## config.mk

```make
export PLATFORM = sky130hd
export DESIGN_NAME = dadda_mult_pipe
export DESIGN_NICKNAME = d
export VERILOG_FILES = /design/src/rtl/dadda_mult_pipe.sv
export SDC_FILE = /design/constraint.sdc
export NUM_CORES = 1
export LEC_CHECK = 0
export CAP_MARGIN = 20
export CORE_MARGIN = 10
export CORE_UTILIZATION = 50
export DETAILED_ROUTE_END_ITERATION = 8
export GPL_TIMING_DRIVEN = 0
export PLACE_DENSITY = 0.73
export SLEW_MARGIN = 0
export SYNTH_ARGS = -nofsm -noshare
export SYNTH_HDL_FRONTEND = slang
export SYNTH_SLANG_ARGS = --single-unit
```

## constraint.sdc

```tcl
create_clock -name clk -period 5.3 [get_ports clk]
set_clock_uncertainty 0.15 [all_clocks]
set_input_delay 0.53 -clock clk [delete_from_list [all_inputs] [get_ports clk]]
set_output_delay 0.53 -clock clk [all_outputs]
set_load 0.05 [all_outputs]
```

## src/rtl/dadda_mult_pipe.sv

```systemverilog
// Three-stage pipelined multiplier: registered operands, Dadda tree reduced to two rows,
// then a carry-propagate add. Baugh-Wooley partial products give exact signed products.
module dadda_mult_pipe #(
  parameter int WIDTH     = 8,
  parameter int SIGNED_EN = 1
) (
  input  logic               clk,
  input  logic               rst_n,
  input  logic               in_valid,
  output logic               in_ready,
  input  logic [WIDTH-1:0]   in_a,
  input  logic [WIDTH-1:0]   in_b,
  input  logic               in_signed,
  output logic               out_valid,
  input  logic               out_ready,
  output logic [2*WIDTH-1:0] out_p,
  output logic               out_signed
);

  localparam int   NCOL   = 2 * WIDTH;
  localparam int   MAXH   = WIDTH + 2;
  localparam int   NLVL   = 9;
  localparam logic SGN_OK = (SIGNED_EN != 0);

  function automatic int dadda_height(input int lvl);
    int d;
    d = 2;
    for (int k = 0; k < lvl; k++) d = (d * 3) / 2;
    return d;
  endfunction

  function automatic logic [1:0] half_add(input logic x, input logic y);
    return {x & y, x ^ y};
  endfunction

  function automatic logic [1:0] full_add(input logic x, input logic y, input logic z);
    return {(x & y) | (x & z) | (y & z), x ^ y ^ z};
  endfunction

  logic                 stall;
  logic                 v1_q, v1_d, v2_q, v2_d, v3_q, v3_d;
  logic [WIDTH-1:0]     a1_q, a1_d, b1_q, b1_d;
  logic                 sgn1_q, sgn1_d, sgn2_q, sgn2_d, sgn3_q, sgn3_d;
  logic [NCOL-1:0]      sum2_q, sum2_d, carry2_q, carry2_d;
  logic [NCOL-1:0]      p3_q, p3_d;

  logic [NCOL-1:0]      red_sum, red_carry;
  logic [MAXH-1:0]      col_cur [NCOL+1];
  logic [MAXH-1:0]      col_nxt [NCOL+1];
  int                   n_cur   [NCOL+1];
  int                   n_nxt   [NCOL+1];
  int                   lvl_d, col_h;
  logic                 pp_bit;
  logic [1:0]           add_r;

  assign stall      = v3_q & ~out_ready;
  assign in_ready   = ~stall;
  assign out_valid  = v3_q;
  assign out_p      = p3_q;
  assign out_signed = sgn3_q;

  // Partial-product matrix and Dadda reduction, all between S1 and S2.
  // Columns are packed bit-bags: bits are consumed from bit 0 and appended at the top.
  always_comb begin
    for (int c = 0; c <= NCOL; c++) begin
      col_cur[c] = '0;
      n_cur[c]   = 0;
      col_nxt[c] = '0;
      n_nxt[c]   = 0;
    end
    lvl_d  = 0;
    col_h  = 0;
    pp_bit = 1'b0;
    add_r  = 2'b00;

    for (int i = 0; i < WIDTH; i++) begin
      for (int j = 0; j < WIDTH; j++) begin
        pp_bit = a1_q[j] & b1_q[i];
        if (sgn1_q && ((i == WIDTH-1) != (j == WIDTH-1))) pp_bit = ~pp_bit;
        col_cur[i+j] = col_cur[i+j] | (MAXH'(pp_bit) << n_cur[i+j]);
        n_cur[i+j]   = n_cur[i+j] + 1;
      end
    end
    col_cur[WIDTH]  = col_cur[WIDTH] | (MAXH'(sgn1_q) << n_cur[WIDTH]);
    n_cur[WIDTH]    = n_cur[WIDTH] + 1;
    col_cur[NCOL-1] = col_cur[NCOL-1] | (MAXH'(sgn1_q) << n_cur[NCOL-1]);
    n_cur[NCOL-1]   = n_cur[NCOL-1] + 1;

    // Levels whose target is above the current height do nothing, so all are walked.
    for (int lvl = NLVL-1; lvl >= 0; lvl--) begin
      lvl_d = dadda_height(lvl);
      for (int c = 0; c <= NCOL; c++) begin
        col_nxt[c] = '0;
        n_nxt[c]   = 0;
      end
      for (int c = 0; c < NCOL; c++) begin
        col_h = n_cur[c] + n_nxt[c];
        for (int k = 0; k < MAXH; k++) begin
          if (col_h > lvl_d && n_cur[c] >= 2) begin
            if (col_h == lvl_d + 1 || n_cur[c] == 2) begin
              add_r      = half_add(col_cur[c][0], col_cur[c][1]);
              col_cur[c] = col_cur[c] >> 2;
              n_cur[c]   = n_cur[c] - 2;
              col_h      = col_h - 1;
            end else begin
              add_r      = full_add(col_cur[c][0], col_cur[c][1], col_cur[c][2]);
              col_cur[c] = col_cur[c] >> 3;
              n_cur[c]   = n_cur[c] - 3;
              col_h      = col_h - 2;
            end
            col_nxt[c]   = col_nxt[c] | (MAXH'(add_r[0]) << n_nxt[c]);
            n_nxt[c]     = n_nxt[c] + 1;
            col_nxt[c+1] = col_nxt[c+1] | (MAXH'(add_r[1]) << n_nxt[c+1]);
            n_nxt[c+1]   = n_nxt[c+1] + 1;
          end
        end
        col_nxt[c] = col_nxt[c] | (col_cur[c] << n_nxt[c]);
        n_nxt[c]   = n_nxt[c] + n_cur[c];
      end
      for (int c = 0; c <= NCOL; c++) begin
        col_cur[c] = col_nxt[c];
        n_cur[c]   = n_nxt[c];
      end
    end

    red_sum   = '0;
    red_carry = '0;
    for (int c = 0; c < NCOL; c++) begin
      red_sum[c]   = col_cur[c][0];
      red_carry[c] = col_cur[c][1];
    end
  end

  // Pipeline next-state: everything holds on stall; data only moves with a valid token.
  always_comb begin
    v1_d     = stall ? v1_q : in_valid;
    v2_d     = stall ? v2_q : v1_q;
    v3_d     = stall ? v3_q : v2_q;

    a1_d     = a1_q;
    b1_d     = b1_q;
    sgn1_d   = sgn1_q;
    if (!stall && in_valid) begin
      a1_d   = in_a;
      b1_d   = in_b;
      sgn1_d = in_signed & SGN_OK;
    end

    sum2_d   = sum2_q;
    carry2_d = carry2_q;
    sgn2_d   = sgn2_q;
    if (!stall && v1_q) begin
      sum2_d   = red_sum;
      carry2_d = red_carry;
      sgn2_d   = sgn1_q;
    end

    p3_d     = p3_q;
    sgn3_d   = sgn3_q;
    if (!stall && v2_q) begin
      p3_d   = sum2_q + carry2_q;
      sgn3_d = sgn2_q;
    end
  end

  always_ff @(posedge clk or negedge rst_n) begin
    if (!rst_n) begin
      v1_q   <= 1'b0;
      v2_q   <= 1'b0;
      v3_q   <= 1'b0;
      p3_q   <= '0;
      sgn3_q <= 1'b0;
    end else begin
      v1_q   <= v1_d;
      v2_q   <= v2_d;
      v3_q   <= v3_d;
      p3_q   <= p3_d;
      sgn3_q <= sgn3_d;
    end
  end

  always_ff @(posedge clk) begin
    a1_q     <= a1_d;
    b1_q     <= b1_d;
    sgn1_q   <= sgn1_d;
    sum2_q   <= sum2_d;
    carry2_q <= carry2_d;
    sgn2_q   <= sgn2_d;
  end

endmodule

```

==> results.sh, run 1 <==
export IMPL_multi_input_area_mm2=0.00219
export IMPL_maxSlewViolCount=0
export IMPL_ant_nets=0
export IMPL_slew_headroom=0.428
export IMPL_critical_path_class="flip-flop to flip-flop"
export IMPL_antenna_found_initial=0
export IMPL_firstDrtPassIters=4
export IMPL_yosys_area_top_type_share=0.323
export IMPL_ys_seq_elements=67
export IMPL_start_util=0.508
export IMPL_placed_area_mm2=0.00491
export IMPL_cap_violations=0
export IMPL_fp_dieW_um=113
export IMPL_nFillCells=727
export IMPL_synthArstFlopShare=0.299
export IMPL_rows=34
export IMPL_finalSetupViolCount=0
export IMPL_place_inst=527
export IMPL_pwr_density_cell_mw_per_mm2=515
export IMPL_status="finished clean"
export IMPL_yosysUniqueCellTypes=46
export IMPL_design_area_mm2=0.00511
export IMPL_p_leak_nw=2.11
export IMPL_cp_arrival_ns=3.56
export IMPL_cp_max_fo=10
export IMPL_synth_edf_count=47
export IMPL_cts_tree="yes"
export IMPL_syn_area_per_cell_um2=11.5
export IMPL_areaGrowthSynthToFinish_pct=16.9
export IMPL_gp_congestion=0.838
export IMPL_vias_per_cell=5.18
export IMPL_cts_hold_buffers=0
export IMPL_hold_viol=0
export IMPL_h_tree_depth=3
export IMPL_total_power_mw=2.63
export IMPL_syn_area_mm2=0.00437
export IMPL_drc=0
export IMPL_clkTransAtPathRegs_ns=0.08
export IMPL_startpoint_type="flip-flop"
export IMPL_fmax_mhz=276
export IMPL_io_pins=40
export IMPL_portBuffers=39
export IMPL_pre_cts_ws_ns=1.65
export IMPL_tns_ns=0
export IMPL_vias=2812
export IMPL_yosysTopAreaCell="edfxtp_1"
export IMPL_syn_instance_count=379
export IMPL_syn_num_nets=456
export IMPL_cts_made_buffers=9
export IMPL_final_common_cell="nand2_1"
export IMPL_grt_max_degree=21
export IMPL_worstMarginPinSlew_ns=0.856
export IMPL_synthTopCellsByArea="edfxtp_1 32%, fa_1 16%, dfrtp_1 11%, ha_1 5.7%, nand2_1 5.2%"
export IMPL_rsz0062_at_grt="false"
export IMPL_clk_path_buf_depth=2
export IMPL_clock_latency_ns=0.34
export IMPL_finalCritPeriodShare=0.683
export IMPL_totalWireLength_um=7840
export IMPL_vdd_drop_max_mv=0.192
export IMPL_final_cell_mix="61 x nand2_1, 47 x edfxtp_1, 39 x clkdlybuf4s50_1"
export IMPL_cts_setup_buffers=0
export IMPL_nets=507
export IMPL_die_height_um=113
export IMPL_finalCriticalPeriod_ns=3.62
export IMPL_synth_seq_area_share=0.438
export IMPL_root_buffer="clkbuf_8"
export IMPL_worst_slack_ns=1.68
export IMPL_clock_sinks=67
export IMPL_synth_ff_type="edfxtp_1"
export IMPL_grt_usage=0.132
export IMPL_grt_overflow=0
export IMPL_die_area_mm2=0.0129
export IMPL_core_area_mm2=0.00859
export IMPL_dp_hpwl_um=6140
export IMPL_drtIter0Drc=103
export IMPL_hold_class="flip-flop to flip-flop"
export IMPL_drive_gt1_frac=0.0851
export IMPL_crit_path_end_kind="flip-flop"
export IMPL_grt_pass1_wl_um=14100
export IMPL_yosysWarnings=0
export IMPL_grt_pass1_vias=3071
export IMPL_diodes=0
export IMPL_wl_per_cell_um=14.4
export IMPL_cts_resized_gates=0
export IMPL_ff_latch_area_mm2=0.00191
export IMPL_final_cells=543
export IMPL_worstPathRequired_ns=5.23
[final cells by class]
type	instances	share of cell area
timing repair buffer	40	0.0794
clock buffer	9	0.0242
tap	108	0.0265
sequential	67	0.374
clock inverter	7	0.0147
multi-input combinational	261	0.429
buffer	17	0.0269
inverter	34	0.0250
[layer usage]
layer	wire length [um]	global-route usage
met1	3420	0.153
met2	3840	0.225
met3	464	0.0441
met4	114	0.0431
met5	0	0
[synth_stat cells, types with 3 or more instances]
cell type,instances
a211oi_1,3
a21o_1,4
a21oi_1,11
and2_1,36
buf_6,5
clkbuf_1,6
clkbuf_8,3
dfrtp_1,20
edfxtp_1,47
fa_1,36
ha_1,20
inv_1,34
nand2_1,61
nand2b_1,4
nand3_1,8
nand4_1,6
nor2_1,4
nor4_1,3
o21ai_0,9
o31a_1,3
o31ai_1,4
xnor2_1,12
xor2_1,7
[cells by family after synthesis]
| group | Yosys count | synth area share |
|---|---|---|
| buffers and inverters | 51 | 0.0607 |
| AND/OR/NAND/NOR | 134 | 0.155 |
| multiplexers | 3 | 0.00745 |
| XOR/XNOR | 19 | 0.0381 |
| AO/OA/AOI/OAI | 49 | 0.0785 |
| adder cells (fa/ha/maj) | 56 | 0.222 |
| flip-flops | 67 | 0.438 |
[metrics by stage]
step	hold WS (ns)	utilization
finish	0.293	0.594
global route	0.346	0.594
CTS	0.294	0.594
detailed placement	0.274	0.571
global placement	0.276	0.570
floorplan	0.0844	-
[flip-flops by register name, indices dropped and copies added, names as in the netlist]
| name | cells |
|---|---|
| out_valid | 1 |
| out_p | 16 |
| v1_q | 1 |
| b1_q | 8 |
| v2_q | 1 |
| out_signed | 1 |
| sgn1_q | 1 |
| sum2_q | 16 |
| a1_q | 8 |
| carry2_q | 14 |
[worst max-delay path, stage by stage, from the launching register on]
cell and delay, ns:
edfxtp_1 0.37, clkbuf_1 0.29, buf_2 0.36, xnor2_1 0.15, fa_1 0.51, fa_1 0.51
inv_1 0.05, fa_1 0.48, inv_1 0.06, fa_1 0.45
[path summary, 6_finish.rpt]
path | startpoint | endpoint | slack (ns) | cells past startpoint
max | sgn1_q | carry2_q[7] | 1.68 | 9
min | sum2_q[0] | out_p[0] | 0.29 | 2
max reg2reg | sgn1_q | carry2_q[7] | 1.68 | 9
min reg2reg | sum2_q[0] | out_p[0] | 0.29 | 2
max in group asynchronous | rst_n | out_p[14] | 3.94 | 1
min in group asynchronous | rst_n | out_p[2] | 0.52 | 1
[power by group]
| group | total (mW) | internal [mW] | switching, mW |
|---|---|---|---|
| sequential | 0.841 | 0.764 | 0.0765 |
| clock | 0.428 | 0.220 | 0.208 |
| combinational | 1.36 | 0.544 | 0.820 |
| total | 2.63 | 1.53 | 1.10 |
Note: power is estimated with default switching activity, not from simulation.
==> run 2, diff against run 1 <==
clock period = 3.6 ns   (was 5.3 ns; I/O delays follow)
==> results.sh, run 2 (same netlist as run 1, synthesis figures left out) <==
export IMPL_status="finished clean"
export IMPL_top_usage_layer="met2"
export IMPL_grt_max_degree=21
export IMPL_firstDrtPassIters=4
export IMPL_root_buffer="clkbuf_8"
export IMPL_crit_start="sgn1_q"
export IMPL_io_pins=40
export IMPL_power_frac_clock=0.163
export IMPL_ant_nets=0
export IMPL_whs_ns=0.292
export IMPL_final_cell_mix="61 x nand2_1, 47 x edfxtp_1, 39 x clkdlybuf4s50_1"
export IMPL_pre_cts_ws_ns=-0.0451
export IMPL_finalCritPeriodShare=0.946
export IMPL_vias_per_cell=5.17
export IMPL_seqPwrFrac=0.320
export IMPL_use_met2=0.225
export IMPL_worstMarginPinSlew_ns=0.855
export IMPL_maxSlewViolCount=0
export IMPL_critical_path_class="flip-flop to flip-flop"
export IMPL_clock_latency_ns=0.34
export IMPL_diodes=0
export IMPL_vias=2801
export IMPL_comb_power_share=0.517
export IMPL_cts_setup_buffers=0
export IMPL_nets=506
export IMPL_portBuffers=39
export IMPL_rows=34
export IMPL_hold_viol=0
export IMPL_met1_usage=0.153
export IMPL_cap_violations=0
export IMPL_totalWireLength_um=7820
export IMPL_drive_gt1_frac=0.0853
export IMPL_pwr_density_cell_mw_per_mm2=758
export IMPL_rsz0062_at_grt="false"
export IMPL_cp_max_fo=10
export IMPL_p_leak_nw=2.11
export IMPL_slew_headroom=0.428
export IMPL_hold_class="flip-flop to flip-flop"
export IMPL_antenna_found_initial=0
export IMPL_final_common_cell="nand2_1"
export IMPL_cp_arrival_ns=3.34
export IMPL_cts_made_buffers=9
export IMPL_die_area_mm2=0.0129
export IMPL_areaGrowthSynthToFinish_pct=16.9
export IMPL_finalCriticalPeriod_ns=3.40
export IMPL_clkTransAtPathRegs_ns=0.08
export IMPL_grt_pass1_vias=3071
export IMPL_ff_latch_area_mm2=0.00191
export IMPL_p_sw_mw=1.62
export IMPL_core_area_mm2=0.00859
export IMPL_drtIter0Drc=91
export IMPL_fp_dieW_um=113
export IMPL_grt_pass1_wl_um=14100
export IMPL_finalSetupViolCount=0
export IMPL_nFillCells=726
export IMPL_drc=0
export IMPL_multi_input_area_mm2=0.00219
export IMPL_wl_per_cell_um=14.4
export IMPL_vdd_drop_max_mv=0.282
export IMPL_worstHoldPathCells=2
export IMPL_fmax_mhz=294
export IMPL_rr_worst_depth=8
export IMPL_worst_slack_ns=0.196
export IMPL_worstPathRequired_ns=3.54
export IMPL_clk_path_buf_depth=2
export IMPL_grt_usage=0.132
export IMPL_worstReg2RegStart="sgn1_q"
export IMPL_grt_overflow=0
export IMPL_min_from="sum2_q[0]"
export IMPL_cts_tree="yes"
export IMPL_h_tree_depth=3
export IMPL_clock_sinks=67
export IMPL_gp_congestion=0.838
export IMPL_grtUsageMet3=0.0441
export IMPL_dp_hpwl_um=6140
export IMPL_startpoint_type="flip-flop"
export IMPL_internal_power_mw=2.25
export IMPL_die_height_um=113
export IMPL_crit_path_end_kind="flip-flop"
export IMPL_p_sw_frac=0.419
export IMPL_start_util=0.508
## run 2: cell types whose count changed in the layout (fill, tap and decap cells not counted), sizes merged
cell    previous run  this run
clkbuf            18        17
## run 2: cell type report
class,count,share of cell area
clock buffer,9,0.0243
timing repair buffer,40,0.0794
inverter,34,0.0250
sequential,67,0.374
buffer,16,0.0267
clock inverter,7,0.0147
tap,108,0.0265
multi-input combinational,261,0.429
## run 2: final timing paths
check | endpoint | slack (ns)
min | out_p[0] | 0.29
min reg2reg | out_p[0] | 0.29
min in group asynchronous | out_p[2] | 0.35
max | carry2_q[7] | 0.20
max reg2reg | carry2_q[7] | 0.20
max in group asynchronous | out_p[14] | 2.41
## run 2: worst max-delay path, stage by stage, from the launching register on
cell and delay, ns:
edfxtp_1 0.53, buf_4 0.26, xnor2_1 0.23, fa_1 0.45
fa_1 0.51, inv_1 0.05, fa_1 0.48, inv_1 0.06
fa_1 0.44
## run 2: metal layers
metal	up-vias	wire (um)
li1	1374	-
met4	0	93
met5	-	0
met2	49	3880
met1	1372	3440
met3	6	406
## run 2: through the flow
step	area, um2	setup TNS [ns]	utilization	std cells	power (mW)
detailed placement	4910	-0.0565	0.571	527	3.27
CTS	5110	0	0.595	543	3.91
floorplan	4370	0	-	379	2.73
global placement	4890	-0.0782	0.570	526	3.20
global route	5110	0	0.594	542	4.20
finish	5110	0	0.594	542	3.87
## run 2: power groups by stage
stage / clock network (mW) / logic, mW / registers [mW]
6_report: 0.631 / 2.00 / 1.24
5_1_grt: 0.685 / 2.24 / 1.27
4_1_cts: 0.646 / 2.02 / 1.24
3_5_place_dp: 0 / 2.01 / 1.26
3_3_place_gp: 0 / 1.95 / 1.25
2_1_floorplan: 0 / 1.16 / 1.57
## run 2: what timing repair did
item | CTS | global route
gates resized for setup | 1 | 0
hold buffers | 0 | 0
setup endpoints to repair | 4 | 7
==> run 3, diff against run 2 <==
--- a/config.mk
+++ b/config.mk
@@ -7,5 +7,4 @@
 export LEC_CHECK = 0
 export CAP_MARGIN = 20
-export CORE_MARGIN = 10
 export CORE_UTILIZATION = 50
 export DETAILED_ROUTE_END_ITERATION = 8
==> constraint.sdc (replaced) <==
create_clock -name clk -period 3.6 [get_ports clk]
set_clock_uncertainty 0.15 [all_clocks]
set_input_delay 1.08 -clock clk [delete_from_list [all_inputs] [get_ports clk]]
set_output_delay 1.08 -clock clk [all_outputs]
set_load 0.05 [all_outputs]
==> results.sh, run 3 (same netlist as run 1, synthesis figures left out) <==
export IMPL_status="finished clean"
export IMPL_root_buffer="clkbuf_8"
export IMPL_drive_gt1_frac=0.0913
export IMPL_cp_max_fo=8
export IMPL_place_inst=524
export IMPL_clock_sinks=67
export IMPL_vias_per_cell=5.27
export IMPL_h_tree_depth=3
export IMPL_rrSetupSlack_ns=0.21
export IMPL_drtIter0Drc=77
export IMPL_grt_max_degree=23
export IMPL_worstHoldPathCells=2
export IMPL_grt_pass1_vias=2805
export IMPL_slew_headroom=0.425
export IMPL_io_pins=40
export IMPL_fp_dieW_um=95.5
export IMPL_hold_class="flip-flop to flip-flop"
export IMPL_clkTransAtPathRegs_ns=0.08
export IMPL_grt_pass1_wl_um=13400
export IMPL_worstPathRequired_ns=2.37
export IMPL_cts_tree="yes"
export IMPL_design_area_mm2=0.00516
export IMPL_antenna_found_initial=0
export IMPL_finalCritPeriodShare=0.979
export IMPL_cp_arrival_ns=2.30
export IMPL_dp_hpwl_um=5810
export IMPL_worstMarginPinSlew_ns=0.860
export IMPL_firstDrtPassIters=4
export IMPL_min_from="out_p[3]"
export IMPL_wl_per_cell_um=14.1
export IMPL_portBuffers=39
export IMPL_gp_congestion=0.878
export IMPL_diodes=0
export IMPL_areaGrowthSynthToFinish_pct=18.2
export IMPL_cap_violations=0
export IMPL_crit_path_end_kind="output port"
export IMPL_fmax_mhz=284
export IMPL_cts_hold_buffers=0
export IMPL_final_cell_mix="61 x nand2_1, 47 x edfxtp_1, 38 x clkdlybuf4s50_1"
export IMPL_maxSlewViolCount=0
export IMPL_grt_overflow=0
export IMPL_finalSetupViolCount=0
export IMPL_start_util=0.524
export IMPL_rsz0062_at_grt="false"
export IMPL_die_height_um=95.5
export IMPL_nFillCells=677
export IMPL_rows=33
export IMPL_post_route_util=0.619
export IMPL_min_to="out_p[3]"
export IMPL_nets=510
export IMPL_cts_made_buffers=9
export IMPL_startpoint_type="input pin"
export IMPL_p_leak_nw=2.14
export IMPL_totalWireLength_um=7660
export IMPL_ant_nets=0
export IMPL_crit_start="out_ready"
export IMPL_critical_path_class="input pin to output port"
export IMPL_clock_latency_ns=0.36
export IMPL_die_area_mm2=0.00912
export IMPL_core_area_mm2=0.00834
export IMPL_grt_usage=0.196
export IMPL_final_common_cell="nand2_1"
export IMPL_vdd_drop_max_mv=0.268
export IMPL_drc=0
export IMPL_final_cells=543
export IMPL_hold_viol=0
export IMPL_worstReg2RegEnd="carry2_q[7]"
export IMPL_rr_worst_depth=8
export IMPL_finalCriticalPeriod_ns=3.53
export IMPL_clk_path_buf_depth=2
export IMPL_placed_area_mm2=0.00492
export IMPL_vias=2861
export IMPL_worstReg2RegStart="sgn1_q"
export IMPL_pwr_density_cell_mw_per_mm2=766
-- run 3: cell types whose count changed in the layout (fill, tap and decap cells not counted), sizes merged --
cell	previous run	this run
clkbuf	17	18
clkdlybuf4s50	39	38
buf	9	13
bufinv	1	2
inv	36	37
clkinv	4	1
clkdlybuf4s15	0	1
-- run 3: worst max path at each step --
stage | slack, ns | end
floorplan | 0.23 | carry2_q[7]
global placement | -0.22 | in_ready
global route | 0.003 | carry2_q[7]
detailed placement | -0.23 | in_ready
CTS | 0.05 | carry2_q[7]
finish | 0.07 | in_ready
-- run 3: layout make-up --
type | instances | area [um2] | area share
inverters | 34 | 128 | 0.0247
clock buffers | 10 | 128 | 0.0247
clock inverters | 6 | 87.6 | 0.0170
plain buffers | 16 | 136 | 0.0264
well taps | 105 | 131 | 0.0254
multi-input cells | 261 | 2190 | 0.425
repair buffers | 44 | 448 | 0.0868
flip-flops and latches | 67 | 1910 | 0.370
-- run 3: stage by stage --
step	total power, mW	TNS (ns)	worst slack, ns	hold slack [ns]
6_report	3.95	0	0.0741	0.330
5_1_grt	4.25	0	0.00261	0.357
3_3_place_gp	3.19	-0.290	-0.218	0.309
2_1_floorplan	2.73	0	0.234	0.265
3_5_place_dp	3.27	-0.313	-0.227	0.298
4_1_cts	3.98	0	0.0455	0.317
-- run 3: per-layer routing --
metal,share of wire,vias up,GRT usage
met1,0.44,1387,0.254
met5,0,-,0
met2,0.50,74,0.323
met3,0.043,12,0.0478
li1,-,1388,-
met4,0.015,0,0.0647
-- run 3: report_power, final --
part / internal [mW] / switching (mW) / total, mW
Clock: 0.393 / 0.311 / 0.704
Combinational: 0.815 / 1.20 / 2.01
Sequential: 1.12 / 0.111 / 1.24
-- run 3: timing repair --
action	in CTS	in global routing
endpoints found under the hold margin	0	0
cloned	0	0
gates resized for setup	2	1
setup buffers	0	4
setup endpoints to repair	5	7
-- run 3: worst max-delay path, cell delays in order --
cell and delay (ns):
clkdlybuf4s50_1 0.45, nand2b_1 0.09, buf_2 0.17, clkdlybuf4s15_1 0.51
